===== config.mk =====
export PLATFORM = sky130hd
export DESIGN_NAME = pdm_decimator
export DESIGN_NICKNAME = d
export VERILOG_FILES = /design/src/rtl/pdm_decimator.sv
export SDC_FILE = /design/constraint.sdc
export NUM_CORES = 1
export LEC_CHECK = 0
export BUFFER_PORTS_ARGS = -buffer_cell sky130_fd_sc_hd__buf_2
export CAP_MARGIN = 5
export CORE_MARGIN = 2
export CORE_UTILIZATION = 64
export CTS_BUF_LIST = sky130_fd_sc_hd__clkbuf_2
export CTS_CLUSTER_SIZE = 10
export DETAILED_ROUTE_END_ITERATION = 8
export PLACE_DENSITY = 0.88
export SLEW_MARGIN = 25
export SYNTH_ARGS = -nofsm -noshare
export SYNTH_HDL_FRONTEND = slang
export SYNTH_SLANG_ARGS = --single-unit
export TNS_END_PERCENT = 100

===== constraint.sdc =====
create_clock -name clk -period 4.2 [get_ports clk]
set_input_delay 0.42 -clock clk [delete_from_list [all_inputs] [get_ports clk]]
set_output_delay 0.42 -clock clk [all_outputs]
set_load 0.005 [all_outputs]

===== src/rtl/pdm_decimator.sv =====
// PDM microphone front end: generates the microphone clock, samples the PDM bitstream once per
// m_clk period and reports the count of ones per WINDOW samples. Optional macro: PDM_PEAK_HOLD_EN.
module pdm_decimator #(
    parameter int CLK_FREQ  = 100,
    parameter int MCLK_FREQ = 2500,
    parameter int WINDOW    = 128
) (
    input  logic                         clk,
    input  logic                         rst,
    input  logic                         en,
    output logic                         m_clk,
    output logic                         m_lr_sel,
    input  logic                         m_data,
`ifdef PDM_PEAK_HOLD_EN
    input  logic                         peak_clr,
    output logic [$clog2(WINDOW+1)-1:0]  peak,
`endif
    output logic [$clog2(WINDOW+1)-1:0]  amplitude,
    output logic                         amplitude_valid
);

    localparam int CLK_DIV = (CLK_FREQ * 1000) / (2 * MCLK_FREQ);
    localparam int DIV_W   = (CLK_DIV > 1) ? $clog2(CLK_DIV) : 1;
    localparam int AMP_W   = $clog2(WINDOW + 1);
    localparam int BIT_W   = $clog2(WINDOW);

    localparam logic [DIV_W-1:0] DIV_LAST = DIV_W'(CLK_DIV - 1);
    localparam logic [BIT_W-1:0] BIT_LAST = BIT_W'(WINDOW - 1);

    logic [DIV_W-1:0] div_q,   div_d;
    logic             mclk_q,  mclk_d;
    logic [AMP_W-1:0] ones_q,  ones_d;
    logic [BIT_W-1:0] bit_q,   bit_d;
    logic [AMP_W-1:0] amp_q,   amp_d;
    logic             valid_q, valid_d;

    logic             div_wrap;
    logic             sample;
    logic             window_done;
    logic [AMP_W-1:0] ones_sum;

    // A sample is taken on the edge that registers m_clk 0->1, so m_data is stable around it.
    assign div_wrap    = (div_q == DIV_LAST);
    assign sample      = en && div_wrap && !mclk_q;
    assign window_done = sample && (bit_q == BIT_LAST);
    assign ones_sum    = ones_q + AMP_W'(m_data);

    always_comb begin
        div_d   = div_q;
        mclk_d  = mclk_q;
        ones_d  = ones_q;
        bit_d   = bit_q;
        amp_d   = amp_q;
        valid_d = 1'b0;

        if (!en) begin
            // Disabled: park the divider and drop any partial window; amplitude keeps its value.
            div_d  = '0;
            mclk_d = 1'b0;
            ones_d = '0;
            bit_d  = '0;
        end else begin
            div_d = div_wrap ? '0 : div_q + 1'b1;
            if (div_wrap) begin
                mclk_d = ~mclk_q;
            end
            if (sample) begin
                if (window_done) begin
                    amp_d   = ones_sum;
                    valid_d = 1'b1;
                    ones_d  = '0;
                    bit_d   = '0;
                end else begin
                    ones_d = ones_sum;
                    bit_d  = bit_q + 1'b1;
                end
            end
        end
    end

    always_ff @(posedge clk) begin
        if (rst) begin
            div_q   <= '0;
            mclk_q  <= 1'b0;
            ones_q  <= '0;
            bit_q   <= '0;
            amp_q   <= '0;
            valid_q <= 1'b0;
        end else begin
            div_q   <= div_d;
            mclk_q  <= mclk_d;
            ones_q  <= ones_d;
            bit_q   <= bit_d;
            amp_q   <= amp_d;
            valid_q <= valid_d;
        end
    end

`ifdef PDM_PEAK_HOLD_EN
    logic [AMP_W-1:0] peak_q, peak_d;

    // Peak follows the amplitude register edge-for-edge; a clear coinciding with a new
    // window restarts the peak from that window rather than from zero.
    always_comb begin
        peak_d = peak_q;
        if (peak_clr && window_done) begin
            peak_d = ones_sum;
        end else if (peak_clr) begin
            peak_d = '0;
        end else if (window_done && (ones_sum > peak_q)) begin
            peak_d = ones_sum;
        end
    end

    always_ff @(posedge clk) begin
        if (rst) begin
            peak_q <= '0;
        end else begin
            peak_q <= peak_d;
        end
    end

    assign peak = peak_q;
`endif

    assign m_clk           = mclk_q;
    assign m_lr_sel        = 1'b0;
    assign amplitude       = amp_q;
    assign amplitude_valid = valid_q;

endmodule


### After elaboration in Yosys (flattened, before gate mapping)

Index checks and enable logic that the tools add are counted.

| cells by class | value |
|---|---|
| $add $sub $neg | 3 |
| equality and inequality tests | 2 |
| mux-type cells | 3 |
| bitwise logic cells | 3 |
| reduce and logical (&&, ||, !) cells | 8 |

Operators by type and width:

| kind | count |
|---|---|
| $add 8x1->8 | 1 |
| $mux 8 | 1 |
| $add 7x1->7 const B | 1 |
| $eq 7x7->1 const B | 1 |
| $mux 7 | 1 |
| $reduce_or 3->1 | 2 |
| $add 5x1->5 const B | 1 |
| $eq 5x5->1 const B | 1 |
| $logic_and 1x1->1 | 3 |
| $not 1->1 | 3 |
| $reduce_and 3->1 | 1 |
| $reduce_or 2->1 | 1 |
| $logic_not 1->1 | 1 |
| $mux 1 | 1 |

| storage, ports and cells | value |
|---|---|
| register bits after elaboration | 30 |
| input port bits | 4 |
| output and inout port bits | 11 |

### Depth between registers and ports, before layout

| depth | value |
|---|---|
| word-level depth | 5 |
| depth in mapped cells | 6 |
| gate-level depth less buffers | 6 |

### Worst setup path before layout

OpenSTA, ideal clock, no wires.

| timing path | value |
|---|---|
| path type | register to register |
| start point | reg div_q[0] |
| end point | reg amp_q[5] (netlist: amplitude[5]) |
| arrival time | 1.613 ns |
| path slack | 2.507 ns |
| stages on the path, launching flop included | 7 |
| cell sequence | dfxtp_1 > ha_1 > nand4bb_4 > nor4_4 > buf_6 > nor2_1 > a211oi_2 |

| on the way | value |
|---|---|
| word-level cells in the longest chain between the ends | 5 |

RTL lines:

| element | RTL line | RTL |
|---|---|---|
| start, declared | 30 | `logic [DIV_W-1:0] div_q, div_d;` |
| start signal, assigned | 90 | `div_q <= div_d;` |
| $eq 5x5->1 * | 43 | `assign div_wrap = (div_q == DIV_LAST);` |
| $logic_and 1x1->1 * (2 in a row) | 44 | `assign sample = en && div_wrap && !mclk_q;` |
| $logic_and 1x1->1 | 45 | `assign window_done = sample && (bit_q == BIT_LAST);` |
| $reduce_and 3->1 (no line) * | -- |  |
| end signal, assigned | 94 | `amp_q <= amp_d;` |
| end, declared | 34 | `logic [AMP_W-1:0] amp_q, amp_d;` |

Mark *: on every way between the ends. The rest lies on a longest branch, timed or not.
A chain may end at the register's enable or synchronous reset.

### Final worst setup path

| timing path | value |
|---|---|
| start point | reg div_q[0] |
| end point | reg amp_q[1] (netlist: amplitude[1]) |

Same word-level chain as after synthesis.

==> flow_metrics.py <==
metrics = {
    "outcome": {
        "status": "complete, no violations",
    },
    "sta": {
        "max_freq_mhz": 475,
        "post-route-min-period_ns": 2.10,
        "hold_violations": 0,
        "slew_violations": 0,
        "fin_skew_ns": 0.0315,
        "setup_viol": 0,
        "rsz0062_at_grt": "no",
        "slew_headroom": 0.419,
        "tightest_slew_ns": 0.865,
        "tns_ns": 0,
        "min_period_over_period": 0.501,
    },
    "global_routing": {
        "antenna_found_initial": 0,
        "track_usage": 0.247,
        "grt_pass1_wl_mm": 4.66,
        "globalRouteOverflowTotal": 0,
        "grt_max_degree": 17,
        "grt_pass1_vias": 1066,
    },
    "worst_setup_path": {
        "cp_top_family": "simple AND/OR/NAND/NOR gates",
        "worstPathRequired_ns": 4.48,
        "worst_path_max_delay_cell": "nor4_4",
        "critical_path_class": "flip-flop to flip-flop",
        "critPathCaptureType": "flip-flop",
        "crit_fanout": 16,
        "cp_num_buf_inv": 0,
        "start_kind": "flip-flop",
        "arrival_ns": 2.38,
        "reg2reg_setup_slack_ns": 2.10,
        "crit_chain": "ha_1 -> nand4bb_4 -> nor4_4 -> mux2i_1 -> nor2_1",
        "cp_slowest_stage_delay_ns": 0.82,
    },
    "yosys": {
        "synth_cell_types": 37,
        "synth_area_um2": 1400,
        "syn_inst": 149,
        "ys_seq_area_frac": 0.428,
        "syn_area_per_cell_um2": 9.42,
        "ys.flop_type": "dfxtp_1",
        "async_flop_share": 0,
        "ys_warn_count": 0,
        "synth_seq_cells": 30,
        "syn-num-nets": 157,
        "synth_edf_count": 0,
    },
    "pwr": {
        "power.density_nw_per_um2": 290,
        "p_leak_nw": 0.532,
        "peakVddDrop_mv": 0.264,
    },
    "floorplanning": {
        "core_um2": 2020,
        "fp.dieArea_um2": 2580,
        "initial_core_util": 0.694,
        "ios": 15,
        "num_rows": 16,
        "die_y_um": 50.8,
        "die_x_um": 50.8,
    },
    "placement": {
        "portBuffers": 13,
        "globalplace.congestion": 0.865,
        "dp_hpwl_mm": 2.04,
        "dp.cells": 183,
    },
    "finish": {
        "final_cells": 191,
        "drive_gt1_frac": 0.152,
        "layout-area-overhead-vs-synth_pct": 7.49,
        "nFillCells": 155,
        "final_nets": 171,
        "diodes": 0,
    },
    "routing": {
        "ant_nets": 0,
        "drt_first_iter_violations": 32,
        "drc": 0,
        "firstDrtPassIters": 5,
        "vias": 1112,
        "wl_per_cell_um": 14.3,
        "drt_wl_total_mm": 2.73,
        "viasPerCell": 5.82,
    },
    "clock_network": {
        "cts_made_buffers": 5,
        "clockRootBuffer": "clkbuf_2",
        "clk_latency_ns": 0.39,
        "clock-sinks": 30,
        "clkTransAtPathRegs_ns": 0.17,
        "htreeDepth": 2,
        "cts.hold.buffers_added": 0,
        "cts.repair.resized": 0,
        "post_cts_buffers": 0,
        "cts_tree": "built",
        "clock_path_buffers": 2,
    },
    "min_path": {
        "min_path_type": "input pin to flip-flop",
    },
    "run": {
        "drv_cap": 0,
    },
}
==> layout by cell type (no fill, tap or decap), types with 2 or more instances in the layout <==
| cell | count |
|---|---|
| a22oi_1 | 3 |
| o21ai_0 | 5 |
| nor2b_1 | 3 |
| xnor2_1 | 7 |
| xor2_1 | 8 |
| dfxtp_1 | 30 |
| nor3_1 | 3 |
| nand4_1 | 5 |
| and2_1 | 4 |
| and3_1 | 2 |
| ha_1 | 4 |
| mux2i_1 | 3 |
| and4_1 | 2 |
| nand2_1 | 7 |
| a21oi_1 | 5 |
| buf_2 | 13 |
| nand3_1 | 6 |
| nand2b_1 | 3 |
| a211oi_1 | 4 |
| nor2_1 | 22 |
| a211oi_2 | 3 |
| nand3b_1 | 2 |
| clkbuf_2 | 5 |
==> metal layers <==
| metal | share of wire | up-vias | GRT usage |
|---|---|---|---|
| met5 | 0 | - | 0 |
| met4 | 0.024 | 0 | 0.131 |
| met3 | 0.067 | 8 | 0.0848 |
| met2 | 0.47 | 37 | 0.404 |
| met1 | 0.44 | 512 | 0.284 |
| li1 | - | 555 | - |
==> where the power goes <==
part	leakage [nW]	switching [mW]	internal (mW)
sequential	0.242	0.000623	0.286
clock	0.0264	0.102	0.0379
combinational	0.264	0.00854	0.00317
==> sequential cells by signal, indices dropped and copies added (netlist names) <==
| name | flops |
|---|---|
| div_q | 5 |
| amplitude | 8 |
| m_clk | 1 |
| ones_q | 8 |
| amplitude_valid | 1 |
| bit_q | 7 |
==> stage by stage <==
stage                      util  hold WS (ns)  instance area [um^2]  worst slack, ns  total power [mW]
final                     0.746         0.334                  1510             2.10             0.438
after detailed placement  0.726         0.454                  1470             2.10             0.304
after CTS                 0.746         0.334                  1510             2.10             0.440
after global routing      0.746         0.322                  1510             1.90             0.455
after global placement    0.726         0.440                  1470             2.19             0.304
after floorplan               -         0.432                  1400             2.51             0.301
==> worst paths after layout <==
path	start	endpoint	cells after the start
setup / recovery	div_q[0]$_SDFF_PP0_	amplitude[1]$_SDFFE_PP0P_	5
hold / removal	rst	amplitude[5]$_SDFFE_PP0P_	2
setup reg to reg	div_q[0]$_SDFF_PP0_	amplitude[1]$_SDFFE_PP0P_	5
hold reg to reg	div_q[0]$_SDFF_PP0_	div_q[0]$_SDFF_PP0_	1
==> Yosys cell counts (4+ instances only) <==
master / instances / area, um^2
a211oi_1: 4 / 30.0
a21oi_1: 5 / 25.0
and2_1: 4 / 25.0
dfxtp_1: 30 / 601
ha_1: 4 / 50.1
nand2_1: 7 / 26.3
nand3_1: 6 / 30.0
nand4_1: 5 / 31.3
nor2_1: 22 / 82.6
o21ai_0: 5 / 25.0
xnor2_1: 7 / 61.3
xor2_1: 8 / 70.1
==> logic make-up (layout without fill, tap and decap cells) <==
| family | Yosys count | in the layout | synth area share |
|---|---|---|---|
| AND/OR/NAND/NOR | 63 | 63 | 0.257 |
| flip-flops | 30 | 30 | 0.428 |
| AO/OA/AOI/OAI | 26 | 26 | 0.135 |
| XOR/XNOR | 15 | 15 | 0.0936 |
| buffers and inverters | 7 | 22 | 0.0276 |
| adder cells (fa/ha/maj) | 4 | 4 | 0.0357 |
| multiplexers | 3 | 3 | 0.0214 |
| other | 1 | 1 | 0.00267 |
==> cell type report <==
type,count,area [um^2],share of cell area
Multi-Input combinational cell,112,764,0.507
Sequential cell,30,601,0.398
Inverter,1,3.75,0.00249
Clock inverter,3,16.3,0.0108
Tap cell,27,33.8,0.0224
Timing Repair Buffer,13,65.1,0.0431
Clock buffer,5,25.0,0.0166
==> worst register-to-register path, stage by stage, from the launching register on <==
cell and delay [ns]:
dfxtp_1 0.37, ha_1 0.29, nand4bb_4 0.19, nor4_4 0.82, mux2i_1 0.29, nor2_1 0.06
Note: power is estimated with default switching activity, not from simulation.
